### config.mk
export PLATFORM = sky130hd
export DESIGN_NAME = lsu_mem_ctrl
export DESIGN_NICKNAME = d
export VERILOG_FILES = /design/src/rtl/lsu_pkg.sv /design/src/rtl/lsu_load_extend.sv /design/src/rtl/lsu_mem_ctrl.sv
export SDC_FILE = /design/constraint.sdc
export NUM_CORES = 1
export LEC_CHECK = 0
export ABC_AREA = 1
export CELL_PAD_IN_SITES_DETAIL_PLACEMENT = 1
export CELL_PAD_IN_SITES_GLOBAL_PLACEMENT = 2
export CORE_MARGIN = 5
export CORE_UTILIZATION = 26
export DETAILED_ROUTE_END_ITERATION = 12
export HOLD_SLACK_MARGIN = 0.1
export PLACE_DENSITY_LB_ADDON = 0.1
export SLEW_MARGIN = 30
export SYNTH_ARGS = -nofsm -noshare
export SYNTH_HDL_FRONTEND = slang
export SYNTH_HIERARCHICAL = 1
export SYNTH_SLANG_ARGS = --single-unit
### constraint.sdc
create_clock -name clk -period 5.65 [get_ports clk]
set_input_delay 1.695 -clock clk [delete_from_list [all_inputs] [get_ports clk]]
set_output_delay 1.695 -clock clk [all_outputs]
set_load 0.01 [all_outputs]
### src/rtl/lsu_pkg.sv
// lsu_pkg
// Shared definitions for the load/store unit: RV32 funct3 encodings for
// memory accesses, the controller state type, the default data memory size
// and a helper that decides whether a funct3 is legal for a load or a store.
// Used by lsu_mem_ctrl and lsu_load_extend.

package lsu_pkg;

  localparam int LSU_N    = 32;
  localparam int LSU_A    = 32;
  localparam int LSU_SIZE = 16384;

  localparam logic [2:0] F3_B  = 3'b000;
  localparam logic [2:0] F3_H  = 3'b001;
  localparam logic [2:0] F3_W  = 3'b010;
  localparam logic [2:0] F3_BU = 3'b100;
  localparam logic [2:0] F3_HU = 3'b101;

  typedef enum logic [2:0] {
    ST_IDLE      = 3'd0,
    ST_LOAD      = 3'd1,
    ST_RMW_READ  = 3'd2,
    ST_RMW_WRITE = 3'd3,
    ST_WRITE     = 3'd4,
    ST_RESP      = 3'd5
  } lsu_state_t;

  // Stores only have signed encodings; the unsigned forms exist for loads only.
  function automatic logic f3_legal(input logic we, input logic [2:0] f3);
    logic ok;
    if (we) begin
      ok = (f3 == F3_B) || (f3 == F3_H) || (f3 == F3_W);
    end else begin
      ok = (f3 == F3_B) || (f3 == F3_H) || (f3 == F3_W) ||
           (f3 == F3_BU) || (f3 == F3_HU);
    end
    return ok;
  endfunction

endpackage

### src/rtl/lsu_load_extend.sv
// lsu_load_extend
// Combinational load data formatter. Takes the raw memory word (byte 0 is the
// addressed byte) and the RV32 load funct3, and returns the sign- or
// zero-extended result. Shared with the writeback path.
//
// Ports:
//   funct3_i  in  3 : load funct3 (LB/LH/LW/LBU/LHU)
//   word_i    in  N : raw word read from memory
//   ext_o     out N : extended load value

module lsu_load_extend
  import lsu_pkg::*;
#(
  parameter int N = LSU_N
) (
  input  logic [2:0]   funct3_i,
  input  logic [N-1:0] word_i,
  output logic [N-1:0] ext_o
);

  // Select the low byte/halfword and extend it; anything else (LW and the
  // encodings the controller never lets through) passes the word unchanged.
  always_comb begin
    ext_o = word_i;
    case (funct3_i)
      F3_B:    ext_o = {{(N-8){word_i[7]}},  word_i[7:0]};
      F3_H:    ext_o = {{(N-16){word_i[15]}}, word_i[15:0]};
      F3_BU:   ext_o = {{(N-8){1'b0}},       word_i[7:0]};
      F3_HU:   ext_o = {{(N-16){1'b0}},      word_i[15:0]};
      default: ext_o = word_i;
    endcase
  end

endmodule

### src/rtl/lsu_mem_ctrl.sv
// lsu_mem_ctrl
// Load/store controller between the execute stage and a byte-addressed data
// memory that reads combinationally and always writes a full word at
// mem_addr. Byte and halfword stores are done as read-modify-write so the
// untouched bytes of the word are preserved. One request in flight at a time.
//
// Configuration macro: LSU_BOUND_CHECK_EN
//   defined   : requests with req_addr >= SIZE-3 fault without touching memory
//   undefined : no bound check, the memory truncates the address itself
//
// Ports:
//   clk, rst               clock, asynchronous active-high reset
//   req_valid/req_ready    request handshake (ready only in IDLE)
//   req_we                 1 = store, 0 = load
//   req_funct3             RV32 funct3 (width/sign)
//   req_addr               byte address
//   req_wdata              store data, LSB-aligned
//   resp_valid/resp_ready  response handshake
//   resp_rdata             extended load data, 0 for stores and faults
//   resp_fault             illegal funct3 or bound fault
//   mem_addr/mem_we        memory address and write enable
//   mem_wdata/mem_rdata    memory write word / combinational read word

module lsu_mem_ctrl
  import lsu_pkg::*;
#(
  parameter int N    = LSU_N,
  parameter int A    = LSU_A,
  parameter int SIZE = LSU_SIZE
) (
  input  logic         clk,
  input  logic         rst,
  input  logic         req_valid,
  output logic         req_ready,
  input  logic         req_we,
  input  logic [2:0]   req_funct3,
  input  logic [A-1:0] req_addr,
  input  logic [N-1:0] req_wdata,
  output logic         resp_valid,
  input  logic         resp_ready,
  output logic [N-1:0] resp_rdata,
  output logic         resp_fault,
  output logic [A-1:0] mem_addr,
  output logic         mem_we,
  output logic [N-1:0] mem_wdata,
  input  logic [N-1:0] mem_rdata
);

`ifdef LSU_BOUND_CHECK_EN
  localparam logic BOUND_EN = 1'b1;
`else
  localparam logic BOUND_EN = 1'b0;
`endif

  // The memory touches four bytes, so the last legal start address is SIZE-4.
  localparam logic [A-1:0] BOUND_LIMIT = A'(SIZE - 3);

  lsu_state_t   state_q, state_d;
  logic         we_q, we_d;
  logic [2:0]   funct3_q, funct3_d;
  logic [A-1:0] addr_q, addr_d;
  logic [N-1:0] wdata_q, wdata_d;
  // Byte 0 of the old word is always overwritten, so only the upper bytes are kept.
  logic [N-1:8] old_q, old_d;
  logic [N-1:0] rdata_q, rdata_d;
  logic         fault_q, fault_d;

  logic [N-1:0] ext_word;
  logic         bound_fault;

  assign bound_fault = BOUND_EN && (req_addr >= BOUND_LIMIT);

  lsu_load_extend #(.N(N)) u_load_extend (
    .funct3_i (funct3_q),
    .word_i   (mem_rdata),
    .ext_o    (ext_word)
  );

  // State and latched request registers. Memory strobes are decoded from
  // state_q, so an asynchronous reset also kills mem_we immediately and an
  // interrupted read-modify-write never reaches its write cycle.
  always_ff @(posedge clk or posedge rst) begin
    if (rst) begin
      state_q  <= ST_IDLE;
      we_q     <= 1'b0;
      funct3_q <= 3'b000;
      addr_q   <= '0;
      wdata_q  <= '0;
      old_q    <= '0;
      rdata_q  <= '0;
      fault_q  <= 1'b0;
    end else begin
      state_q  <= state_d;
      we_q     <= we_d;
      funct3_q <= funct3_d;
      addr_q   <= addr_d;
      wdata_q  <= wdata_d;
      old_q    <= old_d;
      rdata_q  <= rdata_d;
      fault_q  <= fault_d;
    end
  end

  // Next-state and output decode.
  always_comb begin
    state_d    = state_q;
    we_d       = we_q;
    funct3_d   = funct3_q;
    addr_d     = addr_q;
    wdata_d    = wdata_q;
    old_d      = old_q;
    rdata_d    = rdata_q;
    fault_d    = fault_q;
    req_ready  = 1'b0;
    resp_valid = 1'b0;
    mem_we     = 1'b0;
    mem_addr   = '0;
    mem_wdata  = '0;

    case (state_q)
      ST_IDLE: begin
        req_ready = 1'b1;
        if (req_valid) begin
          we_d     = req_we;
          funct3_d = req_funct3;
          addr_d   = req_addr;
          wdata_d  = req_wdata;
          rdata_d  = '0;
          fault_d  = 1'b0;
          if (!f3_legal(req_we, req_funct3) || bound_fault) begin
            fault_d = 1'b1;
            state_d = ST_RESP;
          end else if (!req_we) begin
            state_d = ST_LOAD;
          end else if (req_funct3 == F3_W) begin
            state_d = ST_WRITE;
          end else begin
            state_d = ST_RMW_READ;
          end
        end
      end

      ST_LOAD: begin
        mem_addr = addr_q;
        rdata_d  = ext_word;
        state_d  = ST_RESP;
      end

      ST_RMW_READ: begin
        mem_addr = addr_q;
        old_d    = mem_rdata[N-1:8];
        state_d  = ST_RMW_WRITE;
      end

      ST_RMW_WRITE: begin
        mem_addr = addr_q;
        mem_we   = 1'b1;
        if (funct3_q == F3_H) begin
          mem_wdata = {old_q[N-1:16], wdata_q[15:0]};
        end else begin
          mem_wdata = {old_q, wdata_q[7:0]};
        end
        state_d = ST_RESP;
      end

      ST_WRITE: begin
        mem_addr  = addr_q;
        mem_we    = 1'b1;
        mem_wdata = wdata_q;
        state_d   = ST_RESP;
      end

      ST_RESP: begin
        resp_valid = 1'b1;
        if (resp_ready) begin
          state_d = ST_IDLE;
        end
      end

      default: state_d = ST_IDLE;
    endcase
  end

  assign resp_rdata = rdata_q;
  assign resp_fault = fault_q;

endmodule

==> qor.txt, run 1 <==
Clock skew: 0.00763 ns
Final setup vio count: 0
Core area: 23300 sq um
Yosys Warn Count: 6
Postcts setup bufs: 0
Slew headroom: 46.1%
Wire per inst: 16.0 um
Vias post-DR: 5291
LEAKAGE: 0.00410 uW
Syn Inst Count: 723
Clock power frac: 23.9%
First-pass GRT wire length: 31400 um
Layout area overhead: 44.9%
Worst EP required: 3.95 ns
Post-CTS sizing: 0
Largest net degree at the start of global routing: 106
CTS Root Cell: clkbuf_16
Tot GR Track Use: 15.0%
H-Tree Depth: 4
Switching portion of total power: 37.7%
Skew-Pair Late Insertion Delay: 0.42 ns
Critical Path AT: 2.82 ns
Tcrit/Tclk final: 80.0%
Diodes inserted: 0
DRC Markers: 0
Setup TNS Final: 0 ns
Cts bufs inserted: 17
Drt pass-1 iters: 4
Grt ovf: 0
Tmin final: 4.52 ns
Hold Vio Cnt, Final: 0
DP HPWL: 14700 um
RSZ-0062 raised after global routing: false
Die X: 163 um
Worst-margin pin slew: 0.808 ns
Fin nets: 1007
1st-iter DRT viols: 322
# clock sinks: 127
Layout cells sized above 1: 11.6%
Vias per inst: 4.28
Critical path fanouts, max: 34
DRT Wirelength: 19700 um
P_int: 3050 uW
Syn_nets: 827
Cts hold-fix bufs: 0
Max clock buf depth: 2
Initial Utilization: 26.2%
Post-route antenna net violation count: 0
Worst vdd ir: 0.000186 V
P_sw: 1840 uW
Share of the core filled with cells: 38.0%
Die Y: 163 um
Total die area: 26700 sq um
Yosys reg bits: 127
Io pins: 204
Std cell rows: 56
Sequential element share of the synthesized area: 52.0%
Hold WC Path Type: flip-flop to flip-flop
Power density cells: 552 nW/um^2
Max-slew violation count: 0
Mapped Area: 6110 sq um
Reg-to-reg slack, setup: 3.20 ns
CTS clk-pin slew, worst paths: 0.06 ns
Initial antenna violation count: 0
CTS tree: done
Reg power frac: 31.0%
Library cells used by synthesis: 26
Outcome: finished clean
Gpl congestion: 0.747
Gate power share: 45.1%
I/O Buffers: 203
Max-cap violations: 0
FMAX: 221 MHz
Vias in the first global route: 5741
Critical path class: flip-flop to primary output
CP Capture Type: primary output
Synthesized area per cell: 8.46 sq um
CP startpoint kind: flip-flop
path summary, 6_finish.rpt:
kind,startpoint,endpoint,depth (start not counted)
worst max-delay path,state_q[1],mem_addr[21],7
worst min-delay path,wdata_q[11],wdata_q[11],2
worst max register to register,state_q[0],addr_q[4],8
worst min register to register,wdata_q[11],wdata_q[11],2
max in group asynchronous,rst,addr_q[31],3
min in group asynchronous,rst,resp_rdata[0],2
sequential cells by signal (all words and copies together) (netlist names):
name	flops
resp_fault	1
old_q	24
funct3_q	3
resp_rdata	32
addr_q	32
state_q	3
wdata_q	32
per-layer routing:
metal	global-route usage (%)	wire (um)	part of all wire [%]
met5	0	0	0
met4	4.57	293	1.5
met3	4.47	1210	6.1
met2	24.0	9220	47
met1	19.6	8990	46
critical path: stages (launching register included):
cell and delay, ns:
dfrtp_1 0.47, inv_1 0.10, nand3_2 0.07, buf_4 0.35, nand2_1 0.15, nor2_4 0.62
nor2_1 0.11, clkdlybuf4s50_1 0.52
through the flow:
| step | hold WS, ns | cells | setup WS, ns | area (sq um) | power, uW |
|---|---|---|---|---|---|
| CTS | 0.484 | 1235 | 1.06 | 8860 | 4990 |
| global placement | 0.468 | 1203 | 1.52 | 8240 | 3740 |
| finish | 0.482 | 1235 | 1.13 | 8860 | 4890 |
| detailed placement | 0.467 | 1203 | 1.52 | 8240 | 3790 |
| floorplan | 0.449 | 723 | 0.571 | 6110 | 2830 |
| global route | 0.521 | 1235 | 0.831 | 8860 | 5260 |
power by group through the flow:
| stage | registers [uW] | clock network [uW] | logic [uW] |
|---|---|---|---|
| 2_1_floorplan | 1510 | 0 | 1330 |
| 3_3_place_gp | 1520 | 0 | 2220 |
| 3_5_place_dp | 1540 | 0 | 2260 |
| 4_1_cts | 1520 | 1200 | 2270 |
| 5_1_grt | 1560 | 1240 | 2470 |
| 6_report | 1510 | 1170 | 2210 |
synthesized netlist by cell type, drive strengths merged:
| cell type | n | area, sq um |
|---|---|---|
| nand3b | 2 | 15.0 |
| a21oi | 2 | 10.0 |
| nand2 | 236 | 938 |
| buf | 43 | 350 |
| dfrtp | 127 | 3180 |
| nor2 | 48 | 210 |
| nand4 | 1 | 6.26 |
| nand3 | 55 | 310 |
| o22ai | 15 | 93.8 |
| o21ai | 93 | 619 |
| clkbuf | 4 | 15.0 |
| inv | 96 | 363 |
| nor3 | 1 | 5.00 |
layout by cell type (no fill, tap or decap), drive strengths merged, types with 3 or more instances in the layout:
cell type	synthesis	routed
buf	43	5
bufinv	0	4
clkbuf	4	19
clkdlybuf4s50	0	203
clkinv	0	3
clkinvlp	0	5
dfrtp	127	127
inv	96	97
nand2	236	236
nand3	55	55
nor2	48	48
o21ai	93	93
o22ai	15	15
final cells by class:
type / instances / area, sq um
clock buffer: 19 / 433
clock inverter: 13 / 189
fill: 2735 / 14500
inverter: 96 / 373
multi-input combinational: 453 / 2210
sequential: 127 / 3180
tap: 319 / 399
timing repair buffer: 208 / 2080
kinds of logic after synthesis:
kind of cell           count (synthesis)  synth area share [%]
and+or+nand+nor                      343                  24.3
buffers and inverters                143                  11.9
AOI/OAI and AO/OA                    110                  11.8
DFF                                  127                  52.0
(Power assumes the default switching activity.)
==> inputs of run 2 (changes only) <==
==> constraint.sdc (replaced) <==
create_clock -name clk -period 4.3 [get_ports clk]
set_input_delay 1.29 -clock clk [delete_from_list [all_inputs] [get_ports clk]]
set_output_delay 1.29 -clock clk [all_outputs]
set_load 0.01 [all_outputs]
==> qor.txt, run 2 (synthesis gave the netlist of run 1 again) <==
Outcome: finished clean
Critical path class: flip-flop to primary output
Critical Path AT: 2.68 ns (-0.14 ns)
Worst path slowest cell: nor2_4
CP cell instances: nor2_4, nand2_2, nand2_2, nor2_4, nor2_1, clkdlybuf4s50_1
Critical path fanouts, max: 33 (-2.9%)
Commonest non-fill, non-tap cells in the layout: 217 x nand2_1, 203 x clkdlybuf4s50_1, 127 x dfrtp_1
CTS Root Cell: clkbuf_16
CTS clk-pin slew, worst paths: 0.06 ns (about the same)
Initial antenna violation count: 0 (unchanged)
LEAKAGE: 0.00412 uW (+0.44%)
DP HPWL: 15300 um (+4.3%)
DRC Markers: 0 (unchanged)
Postcts setup bufs: 0 (unchanged)
Largest stage delay on the critical path: 0.60 ns (-0.02 ns)
Hold WC Path Type: flip-flop to flip-flop
Fin nets: 1009 (+0.20%)
Die X: 163 um (unchanged)
Worst EP required: 3.01 ns (-0.94 ns)
Post-CTS sizing: 0 (unchanged)
Core area: 23300 sq um (unchanged)
Max-cap violations: 0 (unchanged)
Diodes inserted: 0 (unchanged)
Largest net degree at the start of global routing: 128 (+21%)
Total power: 6430 uW (+32%)
Power density cells: 724 nW/um^2 (+31%)
Final setup vio count: 0 (unchanged)
1st-iter DRT viols: 193 (-40%)
Std cell rows: 56 (unchanged)
CP Capture Type: primary output
Gpl congestion: 0.753 (+0.87%)
Initial Utilization: 26.2% (unchanged)
Drt pass-1 iters: 5 (+1)
Clock power frac: 23.3% (-0.6 points)
Wire per inst: 16.5 um (+3.3%)
Total die area: 26700 sq um (unchanged)
H-Tree Depth: 4 (unchanged)
Switching portion of total power: 38.3% (+0.65 points)
Worst-margin pin slew: 0.755 ns (-0.0532 ns)
CP startpoint kind: flip-flop
GRT met1 Usage: 20.1% (+0.50 points)
Slew headroom: 49.6% (+3.5 points)
# clock sinks: 127 (unchanged)
RSZ-0062 raised after global routing: false
Tot GR Track Use: 15.8% (+0.85 points)
Grt peak-use layer: met2
Cts bufs inserted: 17 (unchanged)
Layout cells sized above 1: 12.0% (+0.41 points)
FMAX: 252 MHz
Post-Place Cells: 1205 (+0.17%)
Io pins: 204 (unchanged)
Gate power share: 46.2% (+1.1 points)
Cts hold-fix bufs: 0 (unchanged)
Most common cell after layout, fill and taps aside: nand2_1
Finished Layout Cells: 1237 (+0.16%)
Vias post-DR: 5328 (+0.70%)
P_sw: 2460 uW (+34%)
I/O Buffers: 203 (unchanged)
Hold Vio Cnt, Final: 0 (unchanged)
CTS tree: done
P_int: 3970 uW (+30%)
DRT Wirelength: 20400 um (+3.5%)
Skew-Pair Late Insertion Delay: 0.42 ns (about the same)
Worst vdd ir: 0.000262 V (+41%)
Max clock buf depth: 2 (unchanged)
Met2 Track Usage GR: 26.6% (+2.6 points)
Met3 Usage GRT: 4.62% (+0.15 points)
First-pass GRT wire length: 33200 um (+5.8%)
Layout area overhead: 45.3%
Tcrit/Tclk final: 92.2%
Max-slew violation count: 0 (unchanged)
Die Y: 163 um (unchanged)
Grt ovf: 0 (unchanged)
Reg power frac: 30.5% (-0.5 points)
Clock skew: 0.00980 ns (+0.00218 ns)
Tmin final: 3.97 ns
Post-route antenna net violation count: 0 (unchanged)
Vias per inst: 4.31 (+0.54%)
Setup TNS Final: 0 ns (unchanged)
Vias in the first global route: 5957 (+3.8%)
[run 2: path summary, 6_finish.rpt]
path / from / end / slack, ns / cells past startpoint
max: state_q[0] / mem_addr[2] / 0.33 / 6
min: wdata_q[8] / wdata_q[8] / 0.49 / 2
max reg2reg: state_q[0] / addr_q[9] / 2.08 / 8
min reg2reg: wdata_q[8] / wdata_q[8] / 0.49 / 2
max in group asynchronous: rst / resp_rdata[29] / 2.30 / 3
min in group asynchronous: rst / resp_rdata[4] / 1.38 / 3
[run 2: critical path: cells and delay by family, from the launching register on]
family | cells | cell delay (ns)
buffers and inverters | 1 | 0.52
and+or+nand+nor | 5 | 1.22
DFF | 1 | 0.49
[run 2: layout make-up]
| cell class | count | area [sq um] |
|---|---|---|
| Inverter | 96 | 367 |
| Timing Repair Buffer | 210 | 2120 |
| Sequential cell | 127 | 3180 |
| Clock inverter | 15 | 184 |
| Clock buffer | 17 | 425 |
| Tap cell | 319 | 399 |
| Fill cell | 2725 | 14400 |
| Multi-Input combinational cell | 453 | 2210 |
[run 2: power groups by stage]
stage | Sequential, uW | Combinational (uW) | Clock [uW]
floorplan | 1980 | 1740 | 0
global placement | 1970 | 2960 | 0
detailed placement | 1990 | 3040 | 0
CTS | 1970 | 3060 | 1550
global route | 2020 | 3340 | 1610
finish | 1960 | 2970 | 1500
[run 2: through the flow]
| stage | utilization [%] | setup WS [ns] | area (sq um) | hold WS (ns) |
|---|---|---|---|---|
| 5_1_grt | 38.1 | 0.00470 | 8880 | 0.523 |
| 4_1_cts | 38.1 | 0.243 | 8880 | 0.497 |
| 6_report | 38.1 | 0.334 | 8880 | 0.486 |
| 3_3_place_gp | 35.5 | 0.882 | 8270 | 0.480 |
| 2_1_floorplan | - | 1.44 | 6120 | 0.449 |
| 3_5_place_dp | 35.5 | 0.719 | 8270 | 0.481 |
[run 2: layer usage]
| layer | wire [um] | vias to the layer above |
|---|---|---|
| li1 | - | 2624 |
| met1 | 8880 | 2565 |
| met2 | 10000 | 122 |
| met3 | 1300 | 17 |
| met4 | 189 | 0 |
| met5 | 0 | - |
==> inputs of run 3 (changes only) <==
--- a/config.mk
+++ b/config.mk
@@ -6,13 +6,11 @@
 export NUM_CORES = 1
 export LEC_CHECK = 0
 export ABC_AREA = 1
-export CELL_PAD_IN_SITES_DETAIL_PLACEMENT = 1
-export CELL_PAD_IN_SITES_GLOBAL_PLACEMENT = 2
 export CORE_MARGIN = 5
-export CORE_UTILIZATION = 26
+export CORE_UTILIZATION = 46
 export DETAILED_ROUTE_END_ITERATION = 12
 export HOLD_SLACK_MARGIN = 0.1
-export PLACE_DENSITY_LB_ADDON = 0.1
+export PLACE_DENSITY = 0.8
 export SLEW_MARGIN = 30
 export SYNTH_ARGS = -nofsm -noshare
 export SYNTH_HDL_FRONTEND = slang
==> qor.txt, run 3 (synthesis gave the netlist of run 1 again) <==
Post-CTS sizing: 0 (unchanged)
Die X: 125 um (-23%)
# clock sinks: 127 (unchanged)
Skew-Pair Late Insertion Delay: 0.42 ns (about the same)
Outcome: finished clean
Tot GR Track Use: 20.7% (+4.8 points)
Core area: 13100 sq um (-44%)
Worst-margin pin slew: 0.740 ns (-0.0155 ns)
H-Tree Depth: 4 (unchanged)
Hold Vio Cnt, Final: 0 (unchanged)
Tcrit/Tclk final: 92.8% (+0.56 points)
Most common cell after layout, fill and taps aside: nand2_1
Tmin final: 3.99 ns (+0.0239 ns)
Drt pass-1 iters: 4 (-1)
Max clock buf depth: 2 (unchanged)
Post-route antenna net violation count: 0 (unchanged)
Buf/Inv on CP: 1 (unchanged)
RSZ-0062 raised after global routing: false
Layout cells sized above 1: 12.1% (+0.070 points)
DP HPWL: 11500 um (-24%)
Io pins: 204 (unchanged)
Hold WC Path Type: flip-flop to flip-flop
Fin nets: 1012 (+0.30%)
Std cell rows: 42 (-25%)
CP cell instances: nor2_4, nand2_2, nand2_2, nor2_4, nor2_1, clkdlybuf4s50_1
Setup TNS Final: 0 ns (unchanged)
CP Capture Type: primary output
Critical Path AT: 2.70 ns (+0.02 ns)
Cts bufs inserted: 17 (unchanged)
Initial antenna violation count: 1 (+1)
Postcts setup bufs: 0 (unchanged)
Critical path class: flip-flop to primary output
Wire per inst: 14.7 um (-11%)
Power density cells: 717 nW/um^2 (-0.93%)
Worst path slowest cell: nor2_4
Die Y: 125 um (-23%)
CTS clk-pin slew, worst paths: 0.05 ns (about the same)
Slew headroom: 50.6% (+0.91 points)
LEAKAGE: 0.00413 uW (+0.31%)
Worst vdd ir: 0.000356 V (+36%)
Gpl congestion: 0.826 (+9.7%)
Worst EP required: 3.01 ns (about the same)
CTS tree: done
Diodes inserted: 0 (unchanged)
Critical path fanouts, max: 33 (unchanged)
Largest stage delay on the critical path: 0.62 ns (+0.02 ns)
CTS Root Cell: clkbuf_16
Max-slew violation count: 0 (unchanged)
1st-iter DRT viols: 327 (+69%)
First-pass GRT wire length: 25900 um (-22%)
Commonest non-fill, non-tap cells in the layout: 217 x nand2_1, 203 x clkdlybuf4s50_1, 127 x dfrtp_1
Max-cap violations: 0 (unchanged)
Vias per inst: 4.77 (+11%)
Initial Utilization: 46.5% (+20 points)
Share of the core filled with cells: 66.1% (+28 points)
CP startpoint kind: flip-flop
I/O Buffers: 203 (unchanged)
Vias in the first global route: 5032 (-16%)
Cts hold-fix bufs: 0 (unchanged)
Clock skew: 0.00641 ns (-0.00340 ns)
Vias post-DR: 5237 (-1.7%)
DRC Markers: 0 (unchanged)
Largest net degree at the start of global routing: 103 (-20%)
Layout area overhead: 42.1%
Total die area: 15700 sq um (-41%)
Final setup vio count: 0 (unchanged)
Largest delay contributor family on the critical path: simple AND/OR/NAND/NOR gates
Grt ovf: 0 (unchanged)
DRT Wirelength: 16100 um (-21%)
FMAX: 251 MHz (-0.60%)
run 3: cell types whose count changed in the layout (fill, tap and decap cells not counted):
cell        change
buf_12          -1
inv_6           -5
buf_4           +4
bufinv_16       -2
inv_1           -1
clkbuf_8        +7
clkbuf_1        +3
clkinv_2        +2
inv_2           +1
clkinv_4        -2
clkinvlp_4      -3
run 3: layer usage:
metal,wire length (um),GRT usage (%),vias to the layer above
met5,13,0,-
met4,361,7.91,2
met3,1070,5.88,29
met2,7920,33.9,152
met1,6710,26.0,2425
li1,-,-,2629
run 3: layout make-up:
class | instances | area, sq um
Clock buffer | 27 | 533
Clock inverter | 5 | 50.0
Fill cell | 1089 | 4450
Inverter | 96 | 367
Multi-Input combinational cell | 453 | 2210
Sequential cell | 127 | 3180
Tap cell | 176 | 220
Timing Repair Buffer | 213 | 2130
run 3: final timing paths:
| path | to | cells past startpoint | slack [ns] | start |
|---|---|---|---|---|
| setup / recovery | mem_addr[17] | 6 | 0.31 | state_q[0] |
| hold / removal | wdata_q[10] | 2 | 0.48 | wdata_q[10] |
| setup reg to reg | wdata_q[24] | 8 | 1.95 | state_q[0] |
| hold reg to reg | wdata_q[10] | 2 | 0.48 | wdata_q[10] |
| max in group asynchronous | funct3_q[2] | 3 | 2.42 | rst |
| min in group asynchronous | addr_q[29] | 2 | 1.12 | rst |
run 3: power by group:
group	internal, uW	switching [uW]	total [uW]
clock	899	490	1390
combinational	1310	1580	2890
sequential	1730	213	1950
total	3940	2290	6230
run 3: metrics by stage:
stage | instances | hold slack (ns) | power, uW | area [sq um] | setup WS, ns
global placement | 1065 | 0.462 | 4800 | 8110 | 0.920
floorplan | 723 | 0.449 | 3720 | 6120 | 1.44
CTS | 1097 | 0.485 | 6290 | 8690 | 0.321
detailed placement | 1065 | 0.470 | 4870 | 8110 | 0.784
finish | 1097 | 0.484 | 6230 | 8690 | 0.310
global route | 1097 | 0.504 | 6670 | 8690 | 0.156
run 3: tightest hold or removal path, stage by stage, from the launching register on:
cell,delay (ns)
dfrtp_1,0.34
nand2_1,0.06
nand2_1,0.06
